`src/rtl/disp_scan_driver.sv`:
```
// disp_scan_driver: time-multiplexes an 8-digit hex word onto a common-anode
// 7-segment display, one digit per CLK_DIV-cycle slot. The word and blank
// mask are snapshotted at the digit-0 slot so a frame never shows a mix of
// old and new data.
//
// Ports:
//   CLK        system clock, rising edge
//   RST        asynchronous active-low reset
//   EN         scan enable; low darkens the display and restarts the scan
//   DISP_SEQ   eight hex digits, digit i = DISP_SEQ[4i+3:4i], digit 0 rightmost
//   DISP_OFF   bit i = 1 blanks digit i
//   AN         digit anodes, active-low, at most one bit low
//   SEG        segments {g,f,e,d,c,b,a}, active-low
//   FRAME_STB  one-cycle pulse while digit 0 is being driven
module disp_scan_driver #(
    parameter int unsigned CLK_DIV = 4
) (
    input  logic        CLK,
    input  logic        RST,
    input  logic        EN,
    input  logic [31:0] DISP_SEQ,
    input  logic [7:0]  DISP_OFF,
    output logic [7:0]  AN,
    output logic [6:0]  SEG,
    output logic        FRAME_STB
);

    localparam int unsigned CNT_W = 16;
    localparam logic [CNT_W-1:0] CNT_MAX = CNT_W'(CLK_DIV - 1);

    logic [CNT_W-1:0] cnt;
    logic [2:0]       ptr;
    logic [31:0]      snap_seq;
    logic [7:0]       snap_off;

    logic        tick_c;
    logic        frame_start_c;
    logic [31:0] cur_seq_c;
    logic [7:0]  cur_off_c;
    logic [3:0]  nib_c;
    logic        blank_c;
    logic [7:0]  an_nxt_c;
    logic [6:0]  seg_nxt_c;

    // Active-low hex to 7-segment decode.
    function automatic logic [6:0] hex7(input logic [3:0] h);
        case (h)
            4'h0:    hex7 = 7'h40;
            4'h1:    hex7 = 7'h79;
            4'h2:    hex7 = 7'h24;
            4'h3:    hex7 = 7'h30;
            4'h4:    hex7 = 7'h19;
            4'h5:    hex7 = 7'h12;
            4'h6:    hex7 = 7'h02;
            4'h7:    hex7 = 7'h78;
            4'h8:    hex7 = 7'h00;
            4'h9:    hex7 = 7'h10;
            4'hA:    hex7 = 7'h08;
            4'hB:    hex7 = 7'h03;
            4'hC:    hex7 = 7'h46;
            4'hD:    hex7 = 7'h21;
            4'hE:    hex7 = 7'h06;
            default: hex7 = 7'h0E;
        endcase
    endfunction

    // Slot decode; digit 0 reads the live inputs because the snapshot is
    // being loaded on that same edge.
    always_comb begin
        tick_c        = EN && (cnt == CNT_MAX);
        frame_start_c = (ptr == 3'd0);
        cur_seq_c     = frame_start_c ? DISP_SEQ : snap_seq;
        cur_off_c     = frame_start_c ? DISP_OFF : snap_off;
        nib_c         = cur_seq_c[{ptr, 2'b00} +: 4];
        blank_c       = cur_off_c[ptr];
        an_nxt_c      = blank_c ? 8'hFF : ~(8'd1 << ptr);
        seg_nxt_c     = blank_c ? 7'h7F : hex7(nib_c);
    end

    // Slot prescaler and digit pointer.
    always_ff @(posedge CLK or negedge RST) begin
        if (!RST) begin
            cnt <= '0;
            ptr <= 3'd0;
        end else if (!EN) begin
            cnt <= '0;
            ptr <= 3'd0;
        end else if (tick_c) begin
            cnt <= '0;
            ptr <= ptr + 3'd1;
        end else begin
            cnt <= cnt + CNT_W'(1);
        end
    end

    // Frame snapshot, retained while EN is low.
    always_ff @(posedge CLK or negedge RST) begin
        if (!RST) begin
            snap_seq <= '0;
            snap_off <= 8'hFF;
        end else if (tick_c && frame_start_c) begin
            snap_seq <= DISP_SEQ;
            snap_off <= DISP_OFF;
        end
    end

    // Registered display outputs; hold between ticks.
    always_ff @(posedge CLK or negedge RST) begin
        if (!RST) begin
            AN        <= 8'hFF;
            SEG       <= 7'h7F;
            FRAME_STB <= 1'b0;
        end else if (!EN) begin
            AN        <= 8'hFF;
            SEG       <= 7'h7F;
            FRAME_STB <= 1'b0;
        end else if (tick_c) begin
            AN        <= an_nxt_c;
            SEG       <= seg_nxt_c;
            FRAME_STB <= frame_start_c;
        end else begin
            FRAME_STB <= 1'b0;
        end
    end

endmodule

```
`config.mk`:
```
export PLATFORM = sky130hd
export DESIGN_NAME = disp_scan_driver
export DESIGN_NICKNAME = d
export VERILOG_FILES = /design/src/rtl/disp_scan_driver.sv
export SDC_FILE = /design/constraint.sdc
export NUM_CORES = 1
export LEC_CHECK = 0
export BUFFER_PORTS_ARGS = -buffer_cell sky130_fd_sc_hd__buf_2
export CAP_MARGIN = 20
export CORE_AREA = 2 2 117 119
export DETAILED_ROUTE_END_ITERATION = 8
export DIE_AREA = 0 0 119 121
export PLACE_DENSITY = 0.48
export SYNTH_ARGS = -nofsm -noshare
export SYNTH_HDL_FRONTEND = slang
export SYNTH_SLANG_ARGS = --single-unit
```
`constraint.sdc`:
```
create_clock -name CLK -period 6.04 [get_ports CLK]
set_input_delay 0.302 -clock CLK [delete_from_list [all_inputs] [get_ports CLK]]
set_output_delay 0.302 -clock CLK [all_outputs]
set_load 0.02 [all_outputs]
```
# == Word level (Yosys, flattened, before mapping) ==
# Memories as Yosys holds them, arrays and structs flattened.
# Cells that the tools add are included.
# word_totals
ff_bits,75
rom_bits,112
mem_count,1
# memory_table
name,depth,width,read_ports,rd_clocked_by_memory_dff,wr,line_no,text
(name not given),16,7,1,0,0,47,case (h)
# classes
n_eq_ne,2
n_mux,16
n_bitwise,1
n_addsub,2
n_shift,2
order_cmp,1
reduce_logical,3
# op_table
cell,count
2-to-1 mux 16 bit,2
2-to-1 mux 32 bit,1
2-to-1 mux 8 bit,4
indexed part select 32 x 6 -> 4 bit,1
2-to-1 mux 7 bit,3
"adder 16 x 1 -> 16 bit, second input constant",1
"equality test 16 x 2 -> 1 bit, second input constant",1
NOT 8 bit,1
"<< shifter 1 x 3 -> 8 bit, first input constant",1
2-to-1 mux 3 bit,2
"less-than comparator 3 x 4 -> 1 bit, second input constant",1
"adder 3 x 1 -> 3 bit, second input constant",1
binary-select mux 1 bit (select 3 bit),1
zero test 3 bit,1
2-to-1 mux 1 bit,3
logical AND 1 bit,2
"!= test 2 x 1 -> 1 bit, second input constant",1

# == Logic depth before layout (Yosys ltp) ==
# Gate-level depths: netlist (run 1).
# depth
ltp_word,7
depth_mapped,15
depth_no_buf,13

# == Least setup slack after synthesis (run 1) ==
# OpenSTA, ideal clock, no wires.
# synth_timing
path_type,reg-to-reg
start,register ptr[0]
end,register SEG[6]
arrival_ns,2.976
setup_ns,0.080
slack_ns,2.984
path_buffers,2
required_ns,5.960
stages_incl_launch_ff,15
path_cell_list,dfrtp_1 > buf_2 > inv_2 > ha_1 > nor2b_2 > buf_6 > mux4_2 > a221oi_1 > a21o_1 > inv_2 > ha_1 > mux2_2 > nand2_1 > o31ai_1 > o22a_1
# synth_between
elab_chain_len,7
# synth_rtl
item,line_no,text
"start, declared",32,logic [2:0] ptr;
"start signal, assigned",90,ptr <= ptr + 3'd1;
zero test 3 bit,71,frame_start_c = (ptr == 3'd0);
2-to-1 mux 32 bit or 2-to-1 mux 8 bit (tied branches),"72, 73",
indexed part select 32 x 6 -> 4 bit or binary-select mux 1 bit (select 3 bit) (tied branches),"74, 75",
memory read (16 x 7 bit) or 2-to-1 mux 1 bit (tied branches),--,
2-to-1 mux 7 bit (*),77,seg_nxt_c = blank_c ? 7'h7F : hex7(nib_c);
2-to-1 mux 7 bit (*),117,end else if (tick_c) begin
2-to-1 mux 7 bit (*),113,end else if (!EN) begin
"end signal, assigned",119,SEG <= seg_nxt_c;
"end, declared",24,"output logic [6:0] SEG,"
# Mark *: on every way between the ends. The rest lies on a longest branch, timed or not. The select of a mux whose other input is x is not followed.
# A chain may end at the register's enable or synchronous reset.

# == Final worst setup path (run 1) ==
# Same ends and word-level chain as after synthesis.

==> results of run 1 <==
-- cell families after synthesis --
| kind of cell | count (synthesis) | synth area share (%) |
|---|---|---|
| XOR/XNOR | 15 | 3.396 |
| buffers and inverters | 29 | 3.170 |
| AND/OR/NAND/NOR | 90 | 10.93 |
| multiplexers | 71 | 22.70 |
| AO/OA/AOI/OAI | 36 | 6.339 |
| adder cells (fa/ha/maj) | 13 | 4.205 |
| flip-flops | 75 | 49.26 |
-- final cells by class --
type	count	area, µm²
timing repair buffer	63	365.4
clock inverter	4	50.05
inverter	12	45.04
clock buffer	12	246.5
fill	1320	8407
multi-input combinational	225	1846
sequential	75	1906
tap	176	220.2
-- cell usage in the layout, fill, tap and decap left out, types with 2 or more instances in the layout --
| cell type | instances |
|---|---|
| a21o_1 | 2 |
| a21oi_1 | 9 |
| a22oi_1 | 2 |
| a31oi_1 | 6 |
| and3_1 | 5 |
| and4_1 | 2 |
| buf_12 | 2 |
| buf_2 | 57 |
| buf_4 | 2 |
| clkbuf_1 | 2 |
| clkbuf_16 | 9 |
| clkinvlp_4 | 2 |
| dfrtp_1 | 52 |
| dfstp_2 | 23 |
| ha_1 | 13 |
| inv_1 | 10 |
| inv_2 | 2 |
| mux2_2 | 44 |
| mux2i_1 | 18 |
| mux4_2 | 9 |
| nand2_1 | 22 |
| nand2b_1 | 3 |
| nand3_1 | 13 |
| nor2_1 | 32 |
| nor3_1 | 2 |
| nor3b_1 | 2 |
| nor4_1 | 2 |
| o21ai_0 | 3 |
| o22a_1 | 2 |
| o22ai_1 | 2 |
| o32a_1 | 2 |
| xnor2_1 | 6 |
| xor2_1 | 9 |
-- synthesized netlist by cell type (5+ instances only) --
cell and instances:
nor2_1 32, inv_1 10, clkbuf_1 7, mux2_2 44, ha_1 13, and3_1 5, mux2i_1 18, a31oi_1 6
dfrtp_1 52, xor2_1 9, dfstp_2 23, nand3_1 14, xnor2_1 6, a21oi_1 9, buf_2 5, nand2_1 22
mux4_2 9
-- final timing paths --
check / start / slack, ns / to / cells past startpoint
worst max-delay path: ptr[0] / 2.02 / SEG[6] / 13
worst min-delay path: DISP_SEQ[31] / 0.20 / snap_seq[31] / 2
worst max register to register: ptr[0] / 2.02 / SEG[6] / 13
worst min register to register: cnt[0] / 0.48 / cnt[0] / 1
max in group asynchronous: RST / 4.92 / SEG[0] / 3
min in group asynchronous: RST / 0.48 / snap_seq[27] / 2
-- routing by layer --
| metal | global-route usage [%] | wire, µm | vias up |
|---|---|---|---|
| li1 | - | - | 1283 |
| met2 | 18.32 | 3734 | 52 |
| met4 | 4.613 | 123 | 0 |
| met5 | 0 | 0 | - |
| met3 | 3.571 | 367 | 11 |
| met1 | 17.38 | 4203 | 1277 |
-- where the power goes --
part	switching [mW]	internal, mW	leakage (nW)	total, mW
clock	0.205	0.331	0.139	0.536
combinational	0.144	0.203	1.02	0.347
sequential	0.0687	0.656	0.917	0.725
total	0.418	1.19	2.08	1.61
-- worst max-delay path, stage by stage (launching register included) --
cell	delay, ns
dfrtp_1	0.73
inv_2	0.36
ha_1	0.53
nor2b_2	0.23
buf_4	0.24
mux4_2	0.52
a221oi_1	0.25
a21o_1	0.20
inv_2	0.08
ha_1	0.23
mux2_2	0.26
nand2_1	0.06
o31ai_1	0.06
o22a_1	0.19
-- flip-flops by register name, indices dropped and copies added, names as in the netlist --
name       cells
snap_off       8
snap_seq      32
cnt           16
AN             8
ptr            3
FRAME_STB      1
SEG            7
-- what timing repair did --
item	4_1_cts	5_1_grt
setup endpoints to repair	0	0
hold buffers	0	1
endpoints found under the hold margin	0	21
-- metrics by stage --
stage	util (%)	cell area [µm²]
6_report	35.75	4678
5_1_grt	35.75	4678
4_1_cts	35.37	4628
3_5_place_dp	33.10	4332
3_3_place_gp	32.99	4317
2_1_floorplan	-	3869
==> flow_summary.toml, run 1 <==
[status]
status = "finished, final reports clean"

[cts]
clock_path_buffers = 2
cts_resized = 0
postCtsSetupBuffers = 0
cts.sinks = 75
cts-root-buf = "clkbuf_16"
cts_tree = "built"
numCtsBuffers = 9
h-tree-depth = 3
worstSkewPairLatency_ns = 0.34
path_clk_slew_ns = 0.06

[power_and_ir_drop]
leakagePower_nw = 2.077
finalPower_mw = 1.608
p_per_area_nw_per_um2 = 343.7
ir_worst_vdd_mv = 0.1690

[global_routing]
track_usage_pct = 12.45
antenna_found_initial = 1
grt_max_degree = 76
grt_pass1_wl_um = 13860
grt_pass1_vias = 2693
grt-ovfl-total = 0

[final_layout]
area_growth_syn_to_layout_pct = 20.93
final_nets = 442
drive_gt1_share_pct = 40.15
final_cells = 567
diodes = 0

[placement]
gp_congestion = 0.7633
hpwl_um = 5817
dp_worst_setup_slack_ns = 1.976
place.port_buffers = 58
dp.cells = 548

[routing]
first_pass_iters = 4
detail-route-antenna-nets = 0
routed_via_density = 4.626
post_drt_wl_per_cell_um = 14.86
first_iter_violations = 104
vias = 2623
wirelength_um = 8427
drc = 0

[hold_path]
hold_class = "input pin to flop"

[setup_path]
crit_required_ns = 6.30
startpoint_type = "flop"
crit_path_max_fanout = 21
cp.arrival_ns = 4.28
critPathKind = "flop to flop"
end_kind = "flop"

[yosys]
synth_top_area_share_pct = 33.64
synth_edf_count = 0
async_flop_share_pct = 100.0
synth_cell_types = 45
synth_seq_area_share_pct = 49.26
synthCells = 329
ys_ff_latch = 75
ys.flop_type = "dfrtp_1"
synth.avg_cell_area_um2 = 11.76
yosys-top-cells-area = "dfrtp_1, dfstp_2, mux2_2"
synthesis.area_um2 = 3869
ys_warn_count = 0
synth_nets = 385
yosysTopAreaCell = "dfrtp_1"

[timing]
setup_viol = 0
period_minus_slack_ns = 4.016
setup-tns-final_ns = 0
rsz0062_at_grt = "no"
fin_ws_ns = 2.024
final-hold-violation-count = 0
max_freq_mhz = 249.0
fin_crit_sh_pct = 66.48
skew_ns = 0.008175
holdWs_ns = 0.1957
drv_slew = 0
max-slew-margin-rel_pct = 33.95
worst_slew_pin_slew_ns = 0.9842

[die]
die-area_um2 = 14400
core_um2 = 13090
start_util_pct = 29.57
die_x_um = 119
die_height_um = 121
row_count = 42
io_pins = 59

[job]
maxCapViolCount = 0
(Power assumes the default switching activity.)
==> run 2: changes to the inputs <==
PLACE_DENSITY = 0.5   (was 0.48)
clock period = 3.6 ns   (was 6.04 ns; I/O delays follow)
==> run 2 against run 1 <==
Die area is the same. Routed wire length grew 3.0%. First-iteration DRC count decreased by 13%. Combinational power grew 74%.
==> flow_summary.toml, run 2 (synthesized netlist as in run 1, its figures left out) <==
[die]
die_height_um = 121
row_count = 42
die_x_um = 119
start_util_pct = 29.57
io_pins = 59
core_um2 = 13090
die-area_um2 = 14400

[routing]
drc = 0
vias = 2662
routed_via_density = 4.638
detail-route-antenna-nets = 0
post_drt_wl_per_cell_um = 15.12
wirelength_um = 8680
first_iter_violations = 90
first_pass_iters = 4

[job]
maxCapViolCount = 0

[power_and_ir_drop]
combinationalPowerShare_pct = 21.7
p_sw_mw = 0.7232
finalPower_mw = 2.775
p_per_area_nw_per_um2 = 588.3
leakagePower_nw = 2.108
clkPwrFrac_pct = 34.9
ir_worst_vdd_mv = 0.2595
power.share.switching_pct = 26.06
seqPwrFrac_pct = 43.4
internal_power_mw = 2.052

[timing]
max_freq_mhz = 353.0
worst_slew_pin_slew_ns = 0.7096
holdWs_ns = 0.06873
final-hold-violation-count = 0
rsz0062_at_grt = "no"
setup-tns-final_ns = 0
drv_slew = 0
skew_ns = 0.006378
period_minus_slack_ns = 2.833
fin_crit_sh_pct = 78.69
fin_ws_ns = 0.7672
max-slew-margin-rel_pct = 52.69
setup_viol = 0

[setup_path]
crit_chain = "inv_2 -> ha_1 -> nor2b_2 -> mux4_2 -> a221oi_1 -> a21o_1 -> inv_2 -> ha_1 -> mux2_2 -> nand2_1 -> o31ai_1 -> o22a_1"
crit_required_ns = 3.87
critPathKind = "flop to flop"
end_kind = "flop"
crit_path_top_delay_cell = "mux4_2"
crit_path_max_fanout = 11
cp.arrival_ns = 3.10
cpPeakStageDelay_ns = 0.50
startpoint_type = "flop"
critical-path-top-delay-family = "multiplexers"
crit_buf_inv = 2

[final_layout]
diodes = 0
fin_area_um2 = 4717
final_nets = 449
multi_input_area_um2 = 1846
fillers = 1327
top_register = "snap_seq"
largest_reg_flops = 32
most-common-layout-cells = "buf_2, dfrtp_1, mux2_2"
area_growth_syn_to_layout_pct = 21.93
layout_commonest_cell = "buf_2"
largestRegisters = "snap_seq (32), cnt (16)"
drive_gt1_share_pct = 41.46
regArea_um2 = 1906

[global_routing]
track_usage_pct = 13.02
grt_pass1_wl_um = 14630
antenna_found_initial = 0
grt-ovfl-total = 0
grt_max_degree = 33
grt_pass1_vias = 2875

[cts]
numCtsBuffers = 9
clock_path_buffers = 2
worstSkewPairLatency_ns = 0.34
postCtsSetupBuffers = 0
cts_resized = 0
cts.sinks = 75
cts_tree = "built"
h-tree-depth = 3
path_clk_slew_ns = 0.06
cts-root-buf = "clkbuf_16"

[placement]
dp_worst_setup_slack_ns = 0.7680
hpwl_um = 6183
place_area_um2 = 4389
gp_congestion = 0.7735
place.port_buffers = 58

[hold_path]
hold_class = "input pin to flop"

[status]
status = "finished, final reports clean"
run 2: cell count changes in the layout (fill, tap and decap cells not counted), sizes merged:
cell,before,now
bufinv,1,2
clkbuf,12,10
inv,12,13
buf,62,69
run 2: final timing paths:
| kind | from | cells after the start | end | slack, ns |
|---|---|---|---|---|
| min reg2reg | cnt[0] | 1 | cnt[0] | 0.49 |
| max reg2reg | ptr[0] | 12 | SEG[6] | 0.77 |
| min in group asynchronous | RST | 2 | snap_seq[28] | 0.42 |
| max | ptr[0] | 12 | SEG[6] | 0.77 |
| max in group asynchronous | RST | 3 | AN[7] | 2.33 |
| min | DISP_SEQ[29] | 2 | snap_seq[29] | 0.07 |
run 2: metal layers:
| metal | track usage (%) | up-vias | share of wire (%) |
|---|---|---|---|
| met5 | 0 | - | 0 |
| met4 | 4.464 | 0 | 1.5 |
| met3 | 4.417 | 12 | 5.7 |
| met2 | 20.15 | 62 | 46 |
| met1 | 17.08 | 1294 | 47 |
| li1 | - | 1294 | - |
run 2: what timing repair did:
| item | 4_1_cts | 5_1_grt |
|---|---|---|
| hold buffers | 1 | 0 |
| hold endpoints to repair | 29 | 0 |
| endpoints found under the setup margin | 0 | 0 |
run 2: layout make-up:
type                            count  area share [%]
Multi-Input combinational cell    225           39.12
Clock buffer                       10           4.854
Tap cell                          176           4.668
Inverter                           12          0.9549
Sequential cell                    75           40.40
Clock inverter                      6           1.883
Timing Repair Buffer               70           8.117
run 2: stage by stage:
step	util, %	std cells
floorplan	-	329
global placement	33.54	557
detailed placement	33.54	557
CTS	36.05	574
global route	36.05	574
finish	36.05	574
run 2: power by group through the flow:
stage / combinational [mW] / sequential (mW) / clock (mW)
after floorplan: 0.462 / 1.19 / 0
after global placement: 0.600 / 1.21 / 0
after detailed placement: 0.610 / 1.22 / 0
after CTS: 0.613 / 1.20 / 0.997
after global routing: 0.675 / 1.23 / 1.03
final: 0.603 / 1.20 / 0.968
